File: src/rtl/locked_reg_pkg.sv
// Shared types, default widths and helpers for the lockable register bank.
package locked_reg_pkg;

    localparam int unsigned DEF_NUM_REGS   = 4;
    localparam int unsigned DEF_DATA_W     = 16;
    localparam int unsigned DEF_ADDR_W     = 2;
    localparam int unsigned DEF_VIOL_CNT_W = 8;

    typedef enum logic [1:0] {
        ACCEPT,
        REJECT_LOCK,
        REJECT_ADDR
    } wr_decision_e;

    typedef enum logic {
        LOCK_OPEN,
        LOCK_LOCKED
    } lock_state_e;

    // Increment that holds at max_val instead of wrapping.
    function automatic logic [31:0] sat_inc(input logic [31:0] cnt, input logic [31:0] max_val);
        return (cnt == max_val) ? cnt : cnt + 32'd1;
    endfunction

endpackage

File: src/rtl/locked_reg_cell.sv
// One register plus its sticky lock bit; only reset reopens the lock.
module locked_reg_cell
    import locked_reg_pkg::*;
#(
    parameter int unsigned       DATA_W    = DEF_DATA_W,
    parameter logic [DATA_W-1:0] RESET_VAL = '0
) (
    input  logic              clk_i,
    input  logic              rst_ni,
    input  logic              we_i,
    input  logic              lock_set_i,
    input  logic              override_i,
    input  logic [DATA_W-1:0] wr_data_i,
    output logic [DATA_W-1:0] data_o,
    output logic              locked_o,
    output logic              wr_ok_o
);

    lock_state_e       state_q;
    logic [DATA_W-1:0] data_q;

    // Uses the pre-edge lock state, so a same-cycle lock still lets this write in.
    assign wr_ok_o  = we_i && ((state_q == LOCK_OPEN) || override_i);
    assign data_o   = data_q;
    assign locked_o = (state_q == LOCK_LOCKED);

    always_ff @(posedge clk_i or negedge rst_ni) begin
        if (!rst_ni) begin
            data_q  <= RESET_VAL;
            state_q <= LOCK_OPEN;
        end else begin
            if (wr_ok_o) begin
                data_q <= wr_data_i;
            end
            if (lock_set_i) begin
                state_q <= LOCK_LOCKED;
            end
        end
    end

endmodule

File: src/rtl/locked_register_bank.sv
// Bank of lockable registers with gated debug override, violation tracking
// and a registered read port.
module locked_register_bank
    import locked_reg_pkg::*;
#(
    parameter int unsigned       NUM_REGS   = DEF_NUM_REGS,
    parameter int unsigned       DATA_W     = DEF_DATA_W,
    parameter int unsigned       ADDR_W     = DEF_ADDR_W,
    parameter logic [DATA_W-1:0] RESET_VAL  = '0,
    parameter int unsigned       VIOL_CNT_W = DEF_VIOL_CNT_W
) (
    input  logic                  Clk,
    input  logic                  resetn,
    input  logic                  wr_valid,
    input  logic [ADDR_W-1:0]     wr_addr,
    input  logic [DATA_W-1:0]     wr_data,
    input  logic                  lock_valid,
    input  logic [ADDR_W-1:0]     lock_addr,
    input  logic                  lock_all,
    input  logic                  scan_mode,
    input  logic                  debug_unlocked,
    input  logic [ADDR_W-1:0]     rd_addr,
    output logic [DATA_W-1:0]     rd_data,
    output logic [NUM_REGS-1:0]   lock_status,
    output logic                  wr_ack,
    output logic                  wr_err,
    output logic                  viol_sticky,
    output logic [VIOL_CNT_W-1:0] viol_count
);

    localparam logic [VIOL_CNT_W-1:0] CNT_MAX = '1;

    logic                  override;
    logic [NUM_REGS-1:0]   we_vec;
    logic [NUM_REGS-1:0]   lock_set;
    logic [NUM_REGS-1:0]   wr_ok;
    logic [DATA_W-1:0]     reg_data [NUM_REGS];
    wr_decision_e          decision;

    logic [DATA_W-1:0]     rd_data_d, rd_data_q;
    logic                  wr_ack_d, wr_ack_q;
    logic                  wr_err_d, wr_err_q;
    logic                  viol_sticky_d, viol_sticky_q;
    logic [VIOL_CNT_W-1:0] viol_count_d, viol_count_q;

    assign override = debug_unlocked && !scan_mode;

    for (genvar g = 0; g < NUM_REGS; g++) begin : g_cell
        assign we_vec[g]   = wr_valid && (wr_addr == ADDR_W'(g));
        assign lock_set[g] = lock_all || (lock_valid && (lock_addr == ADDR_W'(g)));

        locked_reg_cell #(
            .DATA_W    (DATA_W),
            .RESET_VAL (RESET_VAL)
        ) u_cell (
            .clk_i      (Clk),
            .rst_ni     (resetn),
            .we_i       (we_vec[g]),
            .lock_set_i (lock_set[g]),
            .override_i (override),
            .wr_data_i  (wr_data),
            .data_o     (reg_data[g]),
            .locked_o   (lock_status[g]),
            .wr_ok_o    (wr_ok[g])
        );
    end

    always_comb begin
        decision = ACCEPT;
        if (32'(wr_addr) >= NUM_REGS) begin
            decision = REJECT_ADDR;
        end else if (!(|wr_ok)) begin
            decision = REJECT_LOCK;
        end
    end

    always_comb begin
        wr_ack_d      = wr_valid && (decision == ACCEPT);
        wr_err_d      = wr_valid && (decision != ACCEPT);
        viol_sticky_d = viol_sticky_q;
        viol_count_d  = viol_count_q;
        if (wr_valid && (decision == REJECT_LOCK)) begin
            viol_sticky_d = 1'b1;
            viol_count_d  = VIOL_CNT_W'(sat_inc(32'(viol_count_q), 32'(CNT_MAX)));
        end
        rd_data_d = '0;
        for (int unsigned i = 0; i < NUM_REGS; i++) begin
            if (rd_addr == ADDR_W'(i)) begin
                rd_data_d = reg_data[i];
            end
        end
    end

    always_ff @(posedge Clk or negedge resetn) begin
        if (!resetn) begin
            rd_data_q     <= RESET_VAL;
            wr_ack_q      <= 1'b0;
            wr_err_q      <= 1'b0;
            viol_sticky_q <= 1'b0;
            viol_count_q  <= '0;
        end else begin
            rd_data_q     <= rd_data_d;
            wr_ack_q      <= wr_ack_d;
            wr_err_q      <= wr_err_d;
            viol_sticky_q <= viol_sticky_d;
            viol_count_q  <= viol_count_d;
        end
    end

    assign rd_data     = rd_data_q;
    assign wr_ack      = wr_ack_q;
    assign wr_err      = wr_err_q;
    assign viol_sticky = viol_sticky_q;
    assign viol_count  = viol_count_q;

endmodule

File: config.mk
export PLATFORM = sky130hd
export DESIGN_NAME = locked_register_bank
export DESIGN_NICKNAME = d
export VERILOG_FILES = /design/src/rtl/locked_reg_pkg.sv /design/src/rtl/locked_reg_cell.sv /design/src/rtl/locked_register_bank.sv
export SDC_FILE = /design/constraint.sdc
export NUM_CORES = 1
export LEC_CHECK = 0
export CAP_MARGIN = 25
export CORE_MARGIN = 2
export CORE_UTILIZATION = 30
export CTS_BUF_LIST = sky130_fd_sc_hd__clkbuf_2 sky130_fd_sc_hd__clkbuf_4 sky130_fd_sc_hd__clkbuf_8
export DETAILED_ROUTE_END_ITERATION = 6
export PLACE_DENSITY = 0.57
export SLEW_MARGIN = 25
export SYNTH_ARGS = -nofsm -noshare
export SYNTH_HDL_FRONTEND = slang
export SYNTH_SLANG_ARGS = --single-unit
File: constraint.sdc
create_clock -name Clk -period 2.11 [get_ports Clk]
set_input_delay 0.422 -clock Clk [delete_from_list [all_inputs] [get_ports Clk]]
set_output_delay 0.422 -clock Clk [all_outputs]
set_load 0.05 [all_outputs]
Word-level counts from Yosys, hierarchy flattened
Cells that the tools add are included.
- add/sub/neg operators: 1
- equality and inequality tests: 11
- multiplexer cells: 5
- bitwise gates (word level): 5
- reduce and logical (&&, ||, !) cells: 32
- operators with widths (operator ; count):
    $mux W16 ; 4
    $logic_and A1 B1 Y1 ; 16
    $eq A2 B2 Y1 const B ; 6
    $add A8 B1 Y8 const B ; 1
    $eq A2 B1 Y1 const B ; 4
    $eq A8 B8 Y1 const B ; 1
    $logic_not A2 Y1 ; 4
    $logic_or A1 B1 Y1 ; 8
    $not A1 Y1 ; 5
    $reduce_or A4 Y1 ; 1
    $reduce_and A2 Y1 ; 1
    $reduce_bool A2 Y1 ; 1
    $logic_not A1 Y1 ; 1
    $mux W1 ; 1
- bits in registers: 95
- output and inout port bits: 31
- word-level logic and storage cells: 67

Logic depth before layout (Yosys ltp)
- depth after elaboration: 9
- depth in mapped cells: 7

Hierarchy
From an unflattened synthesis, not the netlist that was laid out.
- cells, all modules: 241
- area, all modules: 4107.7 sq um
- modules (own cells, without submodules) (module ; instances ; cells each ; area each (sq um) ; seq. area each (sq um)):
    locked_reg_cell ; 4 ; 38 ; 689.4 ; 425.4
    locked_register_bank ; 1 ; 89 ; 1350.0 ; 675.6

Worst setup path after synthesis
Ideal clock, no wire load.
- path type: in2reg
- from: in scan_mode
- to: reg g_cell[0].u_cell.data_q[10]
- data arrival time: 1.876 ns
- data required time: 1.985 ns
- slack: 0.110 ns
- stages on the path: 5
- buffers on the path: 2
- path through: nand2b_1 -> buf_2 -> a2111oi_4 -> buf_2 -> mux2_2
- cells in the longest elaborated chain, start to end: 4
- RTL lines (item ; RTL line ; RTL):
    start: declaration ; locked_register_bank.sv:20 ; input logic scan_mode,
    $logic_not A1 Y1 ; locked_register_bank.sv:46 ; assign override = debug_unlocked && !scan_mode;
    $logic_and A1 B1 Y1 ; locked_register_bank.sv:46 ;
    $logic_or A1 B1 Y1 ; locked_reg_cell.sv:23 ; assign wr_ok_o = we_i && ((state_q == LOCK_OPEN) || override_i);
    $logic_and A1 B1 Y1 ; locked_reg_cell.sv:23 ;
    end signal: assignment ; locked_reg_cell.sv:33 ; data_q <= wr_data_i;
    end: declaration ; locked_reg_cell.sv:20 ; logic [DATA_W-1:0] data_q;
Every way passes these cells.
A chain may end at the register's enable or synchronous reset.

Worst setup path after layout
- from: reg g_cell[0].u_cell.state_q
- to: out lock_status[0]
- RTL lines (item ; RTL line ; RTL):
    start: declaration ; locked_reg_cell.sv:19 ; lock_state_e state_q;
    start signal: assignment ; locked_reg_cell.sv:30 ; state_q <= LOCK_OPEN;
    start signal: assignment ; locked_reg_cell.sv:36 ; state_q <= LOCK_LOCKED;
    end: declaration ; locked_register_bank.sv:24 ; output logic [NUM_REGS-1:0] lock_status,
No word-level cell between the ends.

==> impl_metrics.csv <==
group,metric,value,unit
synth,synthAdderAreaFrac,0.322,%
grt,grt_pass1_vias,2362,
worst_setup_path,worst-r2r-cell-count,6,
worst_setup_path,end_kind,"output pin",
grt,grt.overflow.total,0,
place,pre_cts_ws,-0.204,ns
clocking,clk_pin_slew,0.09,ns
worst_setup_path,crit_path_end,"lock_status[0]",
die,num_rows,41,
grt,grt_max_degree,45,
die,start_util,30.7,%
clocking,cts_tree,"done",
worst_setup_path,crit_chain,"clkdlybuf4s50_1",
job,cap_violations,0,
synth,synth_warnings,0,
worst_setup_path,crit_buf_inv,1,
timing,fin_ws,0.0627,ns
layout,area_growth,29.0,%
detailed_routing,dr.max_layer_used,"met4",
synth,synth_compound_area_share,2.58,%
timing,setup_viol,0,
detailed_routing,dr_wl_met2,3620,um
place,portBuffers,59,
timing,rsz0062_at_grt,"false",
detailed_routing,totalWireLength,7660,um
detailed_routing,wl_met1,3640,um
place,dp_cells,474,
timing,relSlewSlack,63.0,%
detailed_routing,dr.first_iter.drc_count,145,
clocking,clock_latency,0.36,ns
synth,ys.flop_type,"dfrtp_1",
run_status,status,"finished, final reports clean",
min_path,holdCritPathClass,"reg2reg",
worst_setup_path,path_depth,1,
worst_setup_path,r2r-start,"viol_count[0]",
worst_setup_path,cp.required,1.69,ns
clocking,cts-root-buf,"clkbuf_8",
timing,tns,0,ns
layout,drive_gt1_share,38.4,%
timing,fin_crit,2.05,ns
die,dieHeight,118,um
layout,final_cells,490,
die,core_area,12600,um^2
detailed_routing,drc,0,
detailed_routing,vias,2214,
synth,syn-num-nets,268,
pwr,p_leak,0.00210,uW
detailed_routing,drtAntennaViolNets,0,
synth,synth_seq_cells,95,
pwr,power_density,1030,nW/um^2
timing,final-hold-violation-count,0,
clocking,clock-sinks,95,
layout,num-fill-cells,1190,
synth,synth_top_family_by_area,"multiplexers",
worst_setup_path,cp_slowest_cell,"clkdlybuf4s50_1",
worst_setup_path,path_class,"reg2out",
detailed_routing,via_per_inst,4.52,
grt,grt_pass1_wl,12800,um
synth,synth.distinct_cells,29,
die,fp.dieArea,13900,um^2
worst_setup_path,r2r_slack,0.42,ns
worst_setup_path,arrival,1.63,ns
synth,yosys.area_share.simple,3.87,%
die,boundaryPins,60,
timing,timing.final.crit_share,97.0,%
die,die_width,118,um
detailed_routing,met3RoutedLength,261,um
timing,worst_pin_slew,0.553,ns
grt,track_usage,11.9,%
pwr,ir_drop,0.348,mV
synth,synth-edff-count,0,
synth,seq_area_frac_synth,61.3,%
worst_setup_path,slowest_delay,0.83,ns
worst_setup_path,critPathMaxFanout,3,
synth,netlist_instances,238,
timing,slew_violations,0,
layout,nNetsFinal,344,
worst_setup_path,start_kind,"flip-flop",
clocking,cts_max_path_buffers,2,
grt,antenna_found_initial,0,
synth,netlist_area,3880,um^2
synth,synthMuxAreaShare,28.2,%
detailed_routing,post_drt_wl_per_cell,15.6,um
timing,fmax,488,MHz
synth,synth_xor_area_share,1.35,%
clocking,post_cts_buffers,0,
place,place_congestion,0.779,
timing,fin_skew,0.0115,ns
detailed_routing,drt_pass1_iterations,4,
worst_setup_path,critPathTopFamily,"buffers and inverters",
place,dp_hpwl,5100,um
clocking,htreeDepth,3,
synth,async_flop_share,100,%
layout,diodes,0,
worst_setup_path,r2r_end,"viol_count[7]",
worst_setup_path,startpoint,"g_cell[0].u_cell.locked_o",
synth,avgSynthCellArea,16.3,um^2
clocking,cts_buffers,9,
-- what timing repair did --
| action | in CTS | in global routing |
|---|---|---|
| setup endpoints to repair | 0 | 2 |
| endpoints found under the hold margin | 25 | 0 |
| resized for setup | 0 | 2 |
| hold buffers | 1 | 0 |
-- stage by stage --
step           util (%)  instance area (um^2)  power [uW]  hold WS (ns)
2_1_floorplan         -                  3880        3530         0.126
3_3_place_gp       38.1                  4810        4080         0.359
3_5_place_dp       38.1                  4810        4110         0.367
4_1_cts            39.6                  5000        5260         0.478
5_1_grt            39.6                  5000        5450         0.520
6_report           39.6                  5000        5180         0.473
-- layout by cell type, fill, tap and decap left out, types with 2 or more instances in the layout --
master,netlist,layout
mux2_2,64,64
o21ai_0,2,2
a311o_1,2,2
mux4_2,16,16
clkinv_2,0,2
xnor2_1,2,2
buf_12,0,3
dlymetal6s2s_1,0,2
inv_1,4,4
nor2_1,6,6
dfrtp_1,95,95
and3_1,3,3
a211oi_4,0,2
nand2_1,5,5
xor2_1,4,4
clkdlybuf4s50_1,0,56
buf_4,4,17
a31oi_1,2,2
clkbuf_8,0,12
nand3_1,5,5
-- registers in the layout (all words and copies together) (netlist names) --
signal	cells
g_cell.u_cell.data_o	64
g_cell.u_cell.locked_o	4
rd_data	16
viol_count	8
viol_sticky	1
wr_ack	1
wr_err	1
-- cell type report --
type / count / area (um^2) / share of cell area (%)
clock inverters: 3 / 17.5 / 0.350
repair buffers: 79 / 783 / 15.7
inverters: 4 / 15.0 / 0.300
well taps: 172 / 215 / 4.30
multi-input cells: 125 / 1430 / 28.6
flip-flops and latches: 95 / 2380 / 47.5
clock buffers: 12 / 165 / 3.30
-- per-layer routing --
| metal | GRT usage (%) | vias up |
|---|---|---|
| met4 | 5.65 | 0 |
| met5 | 0 | - |
| met2 | 18.6 | 36 |
| met3 | 3.29 | 10 |
| li1 | - | 1011 |
| met1 | 15.4 | 1157 |
-- power by group --
group / internal, uW / total, uW / leakage (uW) / switching, uW
clock: 515 / 1120 / 0.0000942 / 608
combinational: 727 / 1570 / 0.000859 / 842
sequential: 2250 / 2490 / 0.00115 / 231
-- synth_stat cells (2+ instances only) --
cell       n  share of area (%)
buf_2      7               0.90
inv_1      4               0.39
nand2_1    5               0.48
dfrtp_1   95                 61
mux4_2    16                9.3
xnor2_1    2               0.45
and3_1     3               0.48
nand3_1    5               0.64
a311o_1    2               0.52
clkbuf_1   3               0.29
xor2_1     4               0.90
mux2_2    64                 19
a31oi_1    2               0.32
nor2_1     6               0.58
o21ai_0    2               0.26
buf_4      4               0.77
a211oi_2   2               0.64
-- worst min path at each step --
stage / depth (start not counted) / endpoint / from
global placement: 1 / rd_data[2] / resetn
CTS: 1 / viol_sticky / viol_sticky
detailed placement: 1 / rd_data[2] / resetn
global route: 1 / viol_sticky / viol_sticky
floorplan: 0 / g_cell[0].u_cell.data_o[0] / resetn
finish: 1 / viol_sticky / viol_sticky
-- kinds of logic (layout without fill, tap and decap cells) --
group	Yosys count	in the layout
adder cells (fa/ha/maj)	1	1
flip-flops	95	95
AO/OA/AOI/OAI	10	10
AND/OR/NAND/NOR	27	27
XOR/XNOR	6	6
buffers and inverters	18	98
multiplexers	81	81
No activity file was read; power rests on OpenSTA's default activity.
